[src/rtl/lstm_pkg.sv]
// Shared types, fixed-point helpers and tanh table generator for the LSTM cell update stage.
// Latency: n/a (package).
// Backpressure: n/a (package).
// Contents: DWIDTH/FRAC/N_HIDDEN/LUT_SHIFT, fix_t, sat_mul, sat_add, tanh_entry.
package lstm_pkg;
    localparam int DWIDTH    = 16;
    localparam int FRAC      = 8;
    localparam int N_HIDDEN  = 64;
    localparam int LUT_SHIFT = 3;
    localparam int LUT_DEPTH = 256;

    typedef logic signed [DWIDTH-1:0]   fix_t;
    typedef logic signed [2*DWIDTH-1:0] wide_t;

    localparam fix_t FIX_MAX = {1'b0, {(DWIDTH-1){1'b1}}};
    localparam fix_t FIX_MIN = {1'b1, {(DWIDTH-1){1'b0}}};

    function automatic fix_t sat(input wide_t v);
        if (v > wide_t'(FIX_MAX)) return FIX_MAX;
        if (v < wide_t'(FIX_MIN)) return FIX_MIN;
        return fix_t'(v);
    endfunction

    // Full-width product, arithmetic (floor) shift back to Q format, then clamp.
    function automatic fix_t sat_mul(input fix_t a, input fix_t b);
        wide_t p;
        p = wide_t'(a) * wide_t'(b);
        return sat(p >>> FRAC);
    endfunction

    function automatic fix_t sat_add(input fix_t a, input fix_t b);
        return sat(wide_t'(a) + wide_t'(b));
    endfunction

    // Taylor series for e^y, y >= 0; only evaluated when building the table.
    function automatic real exp_pos(input real y);
        real term;
        real sum;
        term = 1.0;
        sum  = 1.0;
        for (int n = 1; n < 60; n++) begin
            term = term * y / real'(n);
            sum  = sum + term;
        end
        return sum;
    endfunction

    // Table entry k = round(2^FRAC * tanh((k-128) * 2^LUT_SHIFT / 2^FRAC)).
    function automatic fix_t tanh_entry(input int k);
        real x;
        real e2;
        real t;
        real v;
        x  = real'((k - LUT_DEPTH/2) * (1 << LUT_SHIFT)) / real'(1 << FRAC);
        e2 = (x >= 0.0) ? exp_pos(2.0 * x) : 1.0 / exp_pos(-2.0 * x);
        t  = (e2 - 1.0) / (e2 + 1.0);
        v  = t * real'(1 << FRAC);
        if (v >= 0.0) return fix_t'($rtoi(v + 0.5));
        return fix_t'(-$rtoi(0.5 - v));
    endfunction
endpackage

[src/rtl/lstm_cell_update_if.sv]
// Gate-tuple input stream and h/c result stream of the LSTM cell update stage.
// Latency: n/a (wiring only).
// Backpressure: valid/ready on both streams; slave = the stage, master = producer/consumer side.
interface lstm_cell_update_if #(
    parameter int N_HIDDEN = lstm_pkg::N_HIDDEN
);
    import lstm_pkg::*;
    localparam int IW = $clog2(N_HIDDEN);

    logic          in_valid;
    logic          in_ready;
    logic          in_first;
    fix_t          in_i;
    fix_t          in_f;
    fix_t          in_g;
    fix_t          in_o;
    logic          out_valid;
    logic          out_ready;
    fix_t          out_h;
    fix_t          out_c;
    logic [IW-1:0] out_idx;
    logic          out_last;

    modport master (
        output in_valid, in_first, in_i, in_f, in_g, in_o, out_ready,
        input  in_ready, out_valid, out_h, out_c, out_idx, out_last
    );

    modport slave (
        input  in_valid, in_first, in_i, in_f, in_g, in_o, out_ready,
        output in_ready, out_valid, out_h, out_c, out_idx, out_last
    );
endinterface

[src/rtl/tanh_lut.sv]
// tanh lookup: clamps c to the table range, indexes a 256-entry ROM, registers the result.
// Latency: 1 cycle (registered on i_en).
// Backpressure: holds its output while i_en is low.
// Ports: clk, xrst (async active-low), i_en, i_c (signed c), o_tanh (signed tanh(c)).
module tanh_lut
    import lstm_pkg::*;
(
    input  logic clk,
    input  logic xrst,
    input  logic i_en,
    input  fix_t i_c,
    output fix_t o_tanh
);
    localparam int   IW   = $clog2(LUT_DEPTH);
    localparam fix_t C_LO = fix_t'(-((LUT_DEPTH/2) << LUT_SHIFT));
    localparam fix_t C_HI = fix_t'(((LUT_DEPTH/2) << LUT_SHIFT) - 1);

    fix_t          w_rom [LUT_DEPTH];
    fix_t          w_clamp;
    fix_t          w_shift;
    logic [IW-1:0] w_idx;
    fix_t          r_tanh;

    for (genvar k = 0; k < LUT_DEPTH; k++) begin : g_rom
        assign w_rom[k] = tanh_entry(k);
    end

    always_comb begin
        w_clamp = i_c;
        if (i_c < C_LO)
            w_clamp = C_LO;
        else if (i_c > C_HI)
            w_clamp = C_HI;
        w_shift = w_clamp >>> LUT_SHIFT;
        // After the clamp the shifted value is in [-128,127], so +128 fits the index exactly.
        w_idx   = IW'(w_shift + fix_t'(LUT_DEPTH/2));
    end

    always_ff @(posedge clk or negedge xrst) begin
        if (!xrst)
            r_tanh <= '0;
        else if (i_en)
            r_tanh <= w_rom[w_idx];
    end

    assign o_tanh = r_tanh;
endmodule

[src/rtl/lstm_cell_update.sv]
// LSTM elementwise update: c_t = f*c_{t-1} + i*g, h_t = o*tanh(c_t), c_{t-1} kept in local memory.
// Latency: 4 cycles accept-to-out_valid, 1 element/cycle.
// Backpressure: single global enable; out_valid & ~out_ready freezes every stage and drops in_ready.
// Ports: clk, xrst (async active-low), clear (sync flush + counter zero), io (slave: gate stream in, h/c stream out).
module lstm_cell_update #(
    parameter int N_HIDDEN = lstm_pkg::N_HIDDEN   // must be >= 4: cmem write lands before the next read of the same index
) (
    input  logic                clk,
    input  logic                xrst,
    input  logic                clear,
    lstm_cell_update_if.slave   io
);
    import lstm_pkg::*;

    localparam int IW = $clog2(N_HIDDEN);
    typedef logic [IW-1:0] idx_t;
    localparam idx_t IDX_LAST = idx_t'(N_HIDDEN - 1);

    logic w_en;
    logic w_acc;
    fix_t w_cprev;
    fix_t w_c;
    fix_t w_tanh;

    idx_t r_cnt;
    fix_t r_cmem [N_HIDDEN];

    logic r_s1_vld;
    fix_t r_s1_i, r_s1_f, r_s1_g, r_s1_o, r_s1_cp;
    idx_t r_s1_idx;

    logic r_s2_vld;
    fix_t r_s2_p1, r_s2_p2, r_s2_o;
    idx_t r_s2_idx;

    logic r_s3_vld;
    fix_t r_s3_c, r_s3_o;
    idx_t r_s3_idx;

    logic r_out_vld;
    logic r_out_last;
    fix_t r_out_h, r_out_c;
    idx_t r_out_idx;

    assign w_en    = io.out_ready | ~r_out_vld;
    assign w_acc   = io.in_valid & w_en & ~clear;
    assign w_cprev = io.in_first ? '0 : r_cmem[r_cnt];
    assign w_c     = sat_add(r_s2_p1, r_s2_p2);

    // Control: element counter and stage valids; clear flushes everything in flight.
    always_ff @(posedge clk or negedge xrst) begin
        if (!xrst) begin
            r_cnt     <= '0;
            r_s1_vld  <= 1'b0;
            r_s2_vld  <= 1'b0;
            r_s3_vld  <= 1'b0;
            r_out_vld <= 1'b0;
        end else if (clear) begin
            r_cnt     <= '0;
            r_s1_vld  <= 1'b0;
            r_s2_vld  <= 1'b0;
            r_s3_vld  <= 1'b0;
            r_out_vld <= 1'b0;
        end else begin
            if (w_acc)
                r_cnt <= (r_cnt == IDX_LAST) ? '0 : r_cnt + idx_t'(1);
            if (w_en) begin
                r_s1_vld  <= io.in_valid;
                r_s2_vld  <= r_s1_vld;
                r_s3_vld  <= r_s2_vld;
                r_out_vld <= r_s3_vld;
            end
        end
    end

    // Datapath: bubbles carry don't-care data; only the valids matter.
    always_ff @(posedge clk or negedge xrst) begin
        if (!xrst) begin
            r_s1_i     <= '0;
            r_s1_f     <= '0;
            r_s1_g     <= '0;
            r_s1_o     <= '0;
            r_s1_cp    <= '0;
            r_s1_idx   <= '0;
            r_s2_p1    <= '0;
            r_s2_p2    <= '0;
            r_s2_o     <= '0;
            r_s2_idx   <= '0;
            r_s3_c     <= '0;
            r_s3_o     <= '0;
            r_s3_idx   <= '0;
            r_out_h    <= '0;
            r_out_c    <= '0;
            r_out_idx  <= '0;
            r_out_last <= 1'b0;
        end else if (w_en) begin
            r_s1_i     <= io.in_i;
            r_s1_f     <= io.in_f;
            r_s1_g     <= io.in_g;
            r_s1_o     <= io.in_o;
            r_s1_cp    <= w_cprev;
            r_s1_idx   <= r_cnt;
            r_s2_p1    <= sat_mul(r_s1_f, r_s1_cp);
            r_s2_p2    <= sat_mul(r_s1_i, r_s1_g);
            r_s2_o     <= r_s1_o;
            r_s2_idx   <= r_s1_idx;
            r_s3_c     <= w_c;
            r_s3_o     <= r_s2_o;
            r_s3_idx   <= r_s2_idx;
            r_out_c    <= r_s3_c;
            r_out_h    <= sat_mul(r_s3_o, w_tanh);
            r_out_idx  <= r_s3_idx;
            r_out_last <= (r_s3_idx == IDX_LAST);
        end
    end

    // c_t write-back in stage 3; a flushed element must not corrupt the stored state.
    always_ff @(posedge clk) begin
        if (w_en && r_s2_vld && !clear)
            r_cmem[r_s2_idx] <= w_c;
    end

    // tanh is looked up from the combinational c_t so its registered value lines up with r_s3_c.
    tanh_lut u_tanh (
        .clk    (clk),
        .xrst   (xrst),
        .i_en   (w_en),
        .i_c    (w_c),
        .o_tanh (w_tanh)
    );

    assign io.in_ready  = w_en;
    assign io.out_valid = r_out_vld;
    assign io.out_h     = r_out_h;
    assign io.out_c     = r_out_c;
    assign io.out_idx   = r_out_idx;
    assign io.out_last  = r_out_last;
endmodule

[src/flat_wrapper.sv]
// flat-port wrapper written by rule: the top's interface ports become plain ports
module lstm_cell_update_flat import lstm_pkg::*;
#(
    parameter int N_HIDDEN = lstm_pkg::N_HIDDEN                                                                           
)
  (clk, xrst, clear, io_in_valid, io_in_first, io_in_i, io_in_f, io_in_g, io_in_o, io_out_ready, io_in_ready, io_out_valid, io_out_h, io_out_c, io_out_idx, io_out_last);
  lstm_cell_update_if #(.N_HIDDEN(N_HIDDEN)) io_i ();
  input  logic clk;
  input  logic xrst;
  input  logic clear;
  input wire logic [$bits(io_i.in_valid)-1:0] io_in_valid;
  input wire logic [$bits(io_i.in_first)-1:0] io_in_first;
  input wire logic [$bits(io_i.in_i)-1:0] io_in_i;
  input wire logic [$bits(io_i.in_f)-1:0] io_in_f;
  input wire logic [$bits(io_i.in_g)-1:0] io_in_g;
  input wire logic [$bits(io_i.in_o)-1:0] io_in_o;
  input wire logic [$bits(io_i.out_ready)-1:0] io_out_ready;
  output wire logic [$bits(io_i.in_ready)-1:0] io_in_ready;
  output wire logic [$bits(io_i.out_valid)-1:0] io_out_valid;
  output wire logic [$bits(io_i.out_h)-1:0] io_out_h;
  output wire logic [$bits(io_i.out_c)-1:0] io_out_c;
  output wire logic [$bits(io_i.out_idx)-1:0] io_out_idx;
  output wire logic [$bits(io_i.out_last)-1:0] io_out_last;
  assign io_i.in_valid = io_in_valid;
  assign io_i.in_first = io_in_first;
  assign io_i.in_i = io_in_i;
  assign io_i.in_f = io_in_f;
  assign io_i.in_g = io_in_g;
  assign io_i.in_o = io_in_o;
  assign io_i.out_ready = io_out_ready;
  assign io_in_ready = io_i.in_ready;
  assign io_out_valid = io_i.out_valid;
  assign io_out_h = io_i.out_h;
  assign io_out_c = io_i.out_c;
  assign io_out_idx = io_i.out_idx;
  assign io_out_last = io_i.out_last;
  lstm_cell_update #(.N_HIDDEN(N_HIDDEN)) u_core (.clk(clk), .xrst(xrst), .clear(clear), .io(io_i));
endmodule
[config.mk]
export PLATFORM = sky130hd
export DESIGN_NAME = lstm_cell_update_flat
export DESIGN_NICKNAME = d
export VERILOG_FILES = /design/src/rtl/lstm_pkg.sv /design/src/rtl/lstm_cell_update_if.sv /design/src/rtl/tanh_lut.sv /design/src/rtl/lstm_cell_update.sv /design/src/flat_wrapper.sv
export SDC_FILE = /design/constraint.sdc
export NUM_CORES = 2
export LEC_CHECK = 0
export ABC_AREA = 1
export CAP_MARGIN = 20
export CORE_ASPECT_RATIO = 1.4
export CORE_MARGIN = 8
export CORE_UTILIZATION = 60
export CTS_BUF_LIST = sky130_fd_sc_hd__clkbuf_4
export CTS_CLUSTER_DIAMETER = 200
export CTS_CLUSTER_SIZE = 14
export DETAILED_ROUTE_END_ITERATION = 16
export PLACE_DENSITY_LB_ADDON = 0.1
export SYNTH_ARGS = -nofsm -noshare
export SYNTH_HDL_FRONTEND = slang
export SYNTH_HIERARCHICAL = 1
export SYNTH_SLANG_ARGS = --single-unit
export TNS_END_PERCENT = 30
[constraint.sdc]
create_clock -name clk -period 15.4 [get_ports clk]
set_clock_uncertainty 0.05 [all_clocks]
set_input_delay 1.54 -clock clk [delete_from_list [all_inputs] [get_ports clk]]
set_output_delay 1.54 -clock clk [all_outputs]
set_load 0.02 [all_outputs]
Word level (Yosys, flattened, before mapping)
Memory sizes are Yosys's and may differ from the RTL's. A register that Yosys moved wholly into a read port is not among the register bits.
Index checks and enable logic that the tools add are counted.
- register bits: 227
- memory bits (writable): 1024
- ROM bits: 4096
- input bits: 70
- output and inout port bits: 41
- word-level logic and storage cells: 104
- memories kept: 2
- add/sub/neg operators: 3
- multiply operators: 3
- magnitude comparators: 10
- equal/unequal tests: 2
- mux-type cells: 50
- bitwise gates (word level): 6
- reduce and logical (&&, ||, !) cells: 6
- memories (memory ; depth ; bits a word ; rd ports ; clocked after memory_dff ; wr ports ; line ; text):
    (name not given) ; 256 ; 16 ; 1 ; 1 ; 0 ; tanh_lut.sv:43 ; r_tanh <= w_rom[w_idx];
    u_core.r_cmem ; 64 ; 16 ; 1 ; 0 ; 1 ; lstm_cell_update.sv:26 ; fix_t r_cmem [N_HIDDEN];
- operator list (operator ; count):
    $mux W16 ; 17
    $mul A16 B16 Y32 ; 3
    $gt A24 B16 Y1 const B ; 3
    $lt A24 B16 Y1 const B ; 3
    $gt A32 B16 Y1 const B ; 1
    $lt A32 B16 Y1 const B ; 1
    $mux W1 ; 28
    $mux W11 ; 2
    $mux W6 ; 3
    $add A16 B16 Y17 ; 1
    $gt A16 B11 Y1 const B ; 1
    $lt A16 B11 Y1 const B ; 1
    $eq A6 B6 Y1 const B ; 2
    $not A8 Y9 ; 1
    $add A8 B8 Y8 const B ; 1
    $add A6 B1 Y6 const B ; 1
    $reduce_bool A2 Y1 ; 2
    $and A1 B1 Y1 ; 2
    $logic_and A1 B1 Y1 ; 2
    $logic_not A1 Y1 ; 2
    $not A1 Y1 ; 2
    $or A1 B1 Y1 ; 1

Depth between registers and ports, before layout
- word-level depth: 11
- mapped depth: 35
- depth with buffers taken out: 32

Cells and area by module
Netlist, hierarchy kept.
- by module, submodules not included (module ; times used ; cells each ; area an instance (µm²) ; seq. area each (µm²)):
    lstm_cell_update ; 1 ; 8369 ; 81809.7 ; 36429.9
    tanh_lut ; 1 ; 411 ; 2123.3 ; 250.2

Worst setup path after synthesis
OpenSTA, ideal clock, no wires.
- path type: reg-to-reg
- from: register u_core.r_s2_p1[0]
- to: register u_core.u_tanh.r_tanh[0], in the netlist u_core/u_tanh/o_tanh[0]
- setup time: 0.121 ns
- arrival: 6.252 ns
- required time: 15.229 ns
- slack: 8.977 ns
- cell stages (with the launch flop): 30
- buffers on the path: 2
- period minus slack after synthesis: 6.423 ns
- path through: dfrtp_1 > ha_1 > fa_1 > nand3_1 > nand2_1 > nand2_1 > nand2_1 > nand3_1 > nand2_1 > xor2_1 > nor2_2 > buf_2 > a21oi_1 > nand2_1 > o21bai_4 > buf_6 > nand2_4 > nand2_2 > inv_1 > ha_1 > inv_1 > nand3_1 > nand3_1 > o21ai_0 > nand2_1 > nand2_1 > nand2_1 > nand2_1 > a21oi_1 > nand2_1
- longest elaborated chain between the ends: 11
- elaborated cells between the ends (all ways): 15
- ends and longest elaborated chain (what ; line ; text):
    start: declaration ; lstm_cell_update.sv:33 ; fix_t r_s2_p1, r_s2_p2, r_s2_o;
    start signal: assignment ; lstm_cell_update.sv:103 ; r_s2_p1 <= sat_mul(r_s1_f, r_s1_cp);
    $add A16 B16 Y17 (*) ; lstm_pkg.sv:32 ; return sat(wide_t'(a) + wide_t'(b));
    $lt A32 B16 Y1 ; lstm_pkg.sv:20 ; if (v < wide_t'(FIX_MIN)) return FIX_MIN;
    $mux W1 (2 in a row) ; lstm_pkg.sv:20 ;
    $mux W16 ; lstm_pkg.sv:21 ; return fix_t'(v);
    $mux W16 (*) ; lstm_pkg.sv:20 ;
    net u_core.w_c[14] ; lstm_cell_update.sv:22 ; fix_t w_c;
    $gt A16 B11 Y1 ; tanh_lut.sv:32 ; else if (i_c > C_HI)
    $mux W11 ; tanh_lut.sv:32 ;
    $mux W11 (*) ; tanh_lut.sv:30 ; if (i_c < C_LO)
    $add A8 B8 Y8 (*) ; tanh_lut.sv:36 ; w_idx = IW'(w_shift + fix_t'(LUT_DEPTH/2));
    $not A8 Y9 (not written as such) (*) ; tanh_lut.sv:43 ;
    end: declaration ; tanh_lut.sv:22 ; fix_t r_tanh;
The timed path passes the listed nets; every way through them passes the cells marked *. The select of a mux whose other input is x is not followed.
A chain may end at the register's enable or synchronous reset.

Final worst setup path
- from: register u_core.u_tanh.r_tanh[14], in the netlist u_core/u_tanh/o_tanh[14]
- to: register u_core.r_out_h[1], in the netlist u_core/io.out_h[1]
- longest elaborated chain between the ends: 7
- elaborated cells between the ends (all ways): 11
- ends and longest elaborated chain (what ; line ; text):
    $mul A16 B16 Y32 (*) ; lstm_pkg.sv:27 ; p = wide_t'(a) * wide_t'(b);
    $lt A24 B16 Y1 ; lstm_pkg.sv:20 ;
    $mux W1 (2 in a row) ; lstm_pkg.sv:20 ;
    $mux W1 ; lstm_cell_update.sv:96 ; end else if (w_en) begin
    $mux W16 ; lstm_pkg.sv:21 ;
    $mux W16 (*) ; lstm_pkg.sv:20 ;
    end signal: assignment ; lstm_cell_update.sv:111 ; r_out_h <= sat_mul(r_s3_o, w_tanh);
    end: declaration ; lstm_cell_update.sv:42 ; fix_t r_out_h, r_out_c;
Mark *: on every way between the ends. The rest lies on a longest branch, timed or not. The select of a mux whose other input is x is not followed.

==> summary.txt <==
Status
  – Outcome: completed

Yosys
  – Netlist cell types: 57
  – Syn_nets: 9898
  – Seq/Total Area, Yosys: a little over two fifths
  – Yosys reg bits: ~1300
  – Mean Syn Cell Area: 9.56 µm²
  – Cell accounting for the most synthesized area: edfxtp_1
  – Post-synth EDFFs: between 1000 and 1500
  – Mapped Cells: between 8000 and 9000
  – Ys async rst share: 18.8%
  – Post-synth top area share: 36.6%
  – Top cells by area, synth: edfxtp_1 (37%), fa_1 (19%), nand2_1 (9.1%), dfrtp_1 (7.1%), inv_1 (6.7%)
  – Synth Warn #: 6
  – Synth Cell Area: between 80000 and 90000 µm²
  – Top post-synthesis cells by count: nand2_1 (2032), inv_1 (1500), edfxtp_1 (1024)
  – Top FF cell, synth: edfxtp_1
  – Most common cell in the netlist: nand2_1

Finish
  – Biggest register: u_core/r_cmem
  – Max FFs per register: between 1000 and 1500
  – Layout Nets: 9751
  – Layout cells sized above 1: 4.93%
  – Area Overhead vs Synth: 4.49%

Timing
  – RSZ-0062 raised after global routing: false
  – # setup viols final: 0
  – Max-slew violations: 0
  – Clock period minus worst slack: ~7.5 ns
  – Peak Freq: approximately 130 MHz
  – Relative slew margins: between 20% and 30%
  – Final setup TNS: 0 ns
  – Period utilisation layout: 48.9%
  – Hold Violations, Final: 0
  – Worst slew pin tran: between 1 and 1.5 ns

Place
  – Final GP Congestion: 0.925
  – HPWL Detailed: 160000 µm
  – PortBufs: 110

Routing
  – Vias/cell: ~5.8
  – Initial DRC count: between 5000 and 6000
  – 1st-pass router iterations: 6
  – Total Wirelength: around 230000 µm
  – Routed Antenna Nets: 0
  – Vias: 61000
  – Detailed-route DRC error count: 0
  – Routed len/inst: between 20 and 25 µm

Floorplanning
  – Chip height: 459 µm
  – Row cnt: roughly 160
  – I/O pins: 111
  – Placeable Area: about 140000 µm²
  – Initial core utilization: 60.4%
  – Die area: between 150000 and 200000 µm²
  – Chip width: around 330 µm

Critical path
  – Slowest CP cell: dfrtp_2
  – Crit Path Max Fanout: around 70
  – Worst path bufs/invs: 5
  – Worst setup EP type: flip-flop
  – Worst setup SP type: flip-flop
  – Crit Path Category: flip-flop to flip-flop
  – Max incr delay on CP: ~0.77 ns
  – CP required: 16.35 ns
  – Critical Path AT: approximately 8.5 ns
  – Top cell family by delay on the critical path: adder cells
  – Worst-path cell chain: buf_4 -> inv_1 -> nor2_1 -> fa_1 -> fa_1 -> fa_1 -> fa_1 -> fa_1 -> inv_1 -> fa_1 -> inv_1 -> ha_1 -> a21oi_1 -> o21ai_0 -> inv_1 -> o21ai_0 -> a21oi_1 -> nand2_1 -> nand2_1 -> nand2_1 -> nor2_1 -> nand4_1 -> a21oi_4 -> a21oi_1
  – Most frequent CP cell: fa_1

Clock network
  – CTS tree: done
  – CTS Buf Count: 100
  – CTS resizes: 0
  – Worst skew pair latency: roughly 1.2 ns
  – Clk slew on worst S/H paths: around 0.23 ns
  – Hold Buf Count CTS: 0
  – Setup bufs post-CTS: 0
  – Root buffer cell: clkbuf_4
  – Clk buf depth: 3
  – CTS H-tree lvls: 3
  – Clk sinks: 1261

GRT
  – First-pass GRT wire length: about 360000 µm
  – Number of global-route vias before repair: around 63000
  – Antenna violations before repair: 11
  – Gr usage total: a little under a third
  – Remaining global-route overflow: 0
  – Largest net degree at the start of global routing: 190

Run
  – MaxCap Viol Count: 0

Worst hold path
  – Hold Crit Class: input port to asynchronous set/reset pin
==> cell usage in the layout (no fill, tap or decap), types with 13 or more instances in the layout <==
cell / netlist / final
a21oi_1: 132 / 129
o21ai_0: 634 / 631
nand4_1: 23 / 23
fa_1: 784 / 784
dfrtp_1: 237 / 232
o211ai_1: 56 / 56
xnor2_1: 30 / 30
buf_4: 25 / 115
nand3_1: 229 / 229
o221ai_1: 166 / 166
nor2_1: 825 / 824
inv_1: 1500 / 1497
clkdlybuf4s50_1: 0 / 109
nand2_2: 47 / 49
nor3_1: 16 / 16
xor2_1: 51 / 51
o22ai_1: 95 / 95
ha_1: 264 / 264
nand2_1: 2032 / 2030
nor2_2: 13 / 13
edfxtp_1: 1024 / 1024
clkbuf_4: 0 / 165
==> metal layers <==
metal,routed length [µm],track usage (%),vias up,share of wire (%)
met4,12500,14.4,6,5.4
met5,45,0,-,0.019
met2,118000,54.4,2372,51
li1,-,-,27600,-
met1,85700,36.0,30400,37
met3,15400,4.44,598,6.6
==> worst register-to-register path, stage by stage, from the launching register on <==
cell	delay, ns
dfrtp_2	0.77
buf_4	0.60
inv_1	0.48
nor2_1	0.25
fa_1	0.47
fa_1	0.51
fa_1	0.42
fa_1	0.46
fa_1	0.49
inv_1	0.05
fa_1	0.47
inv_1	0.04
ha_1	0.35
a21oi_1	0.26
o21ai_0	0.18
inv_1	0.10
o21ai_0	0.10
a21oi_1	0.26
nand2_1	0.08
nand2_1	0.06
nand2_1	0.06
nor2_1	0.12
nand4_1	0.15
a21oi_4	0.50
a21oi_1	0.14
==> path summary, 6_finish.rpt <==
| check | slack [ns] | to | cells after the start | startpoint |
|---|---|---|---|---|
| min in group clk | 0.38 | u_core/r_s3_o[5]$_DFFE_PN0N_ | 2 | u_core/r_s2_o[5]$_DFFE_PN0N_ |
| hold reg to reg | 0.38 | u_core/r_s3_o[5]$_DFFE_PN0N_ | 2 | u_core/r_s2_o[5]$_DFFE_PN0N_ |
| hold / removal | 0.22 | u_core/r_s1_g[4]$_DFFE_PN0N_ | 1 | xrst |
| max in group asynchronous | 12.73 | u_core/r_cnt[0]$_DFFE_PN0P_ | 3 | xrst |
| setup / recovery | 7.87 | u_core/io.out_h[1]$_DFFE_PN0N_ | 24 | u_core/u_tanh/o_tanh[14]$_DFFE_PN0P_ |
| setup reg to reg | 7.87 | u_core/io.out_h[1]$_DFFE_PN0N_ | 24 | u_core/u_tanh/o_tanh[14]$_DFFE_PN0P_ |
==> kinds of logic after synthesis <==
| logic type | after synthesis | synth area share [%] |
|---|---|---|
| AO/OA/AOI/OAI | 1169 | 8.32 |
| XOR/XNOR | 81 | 0.845 |
| AND/OR/NAND/NOR | 3227 | 15.3 |
| flip-flops | 1261 | 43.7 |
| buffers and inverters | 1994 | 9.21 |
| adder cells (fa/ha/maj) | 1048 | 22.6 |
==> cell type report <==
class	instances	area, µm²
diodes	8	20.0
clock buffers	165	1240
clock inverters	9	70.1
fillers	11600	51300
inverters	1516	5710
multi-input cells	5525	39700
flip-flops and latches	1261	36700
well taps	1804	2260
repair buffers	229	2050
==> per-stage QoR <==
stage	cell area (µm²)	setup WS (ns)	hold WS, ns	util [%]	cells
2_1_floorplan	83900	8.98	0.392	-	8780
3_3_place_gp	86400	8.12	0.408	62.1	10300
3_5_place_dp	86400	7.94	0.409	62.1	10300
4_1_cts	87700	7.94	0.0394	63.1	10500
5_1_grt	87700	7.41	0.168	63.1	10500
6_report	87700	7.87	0.219	63.1	10500
Power is not shown: default switching activity piles up to over one toggle a cycle in this logic, so the estimate is an artifact.
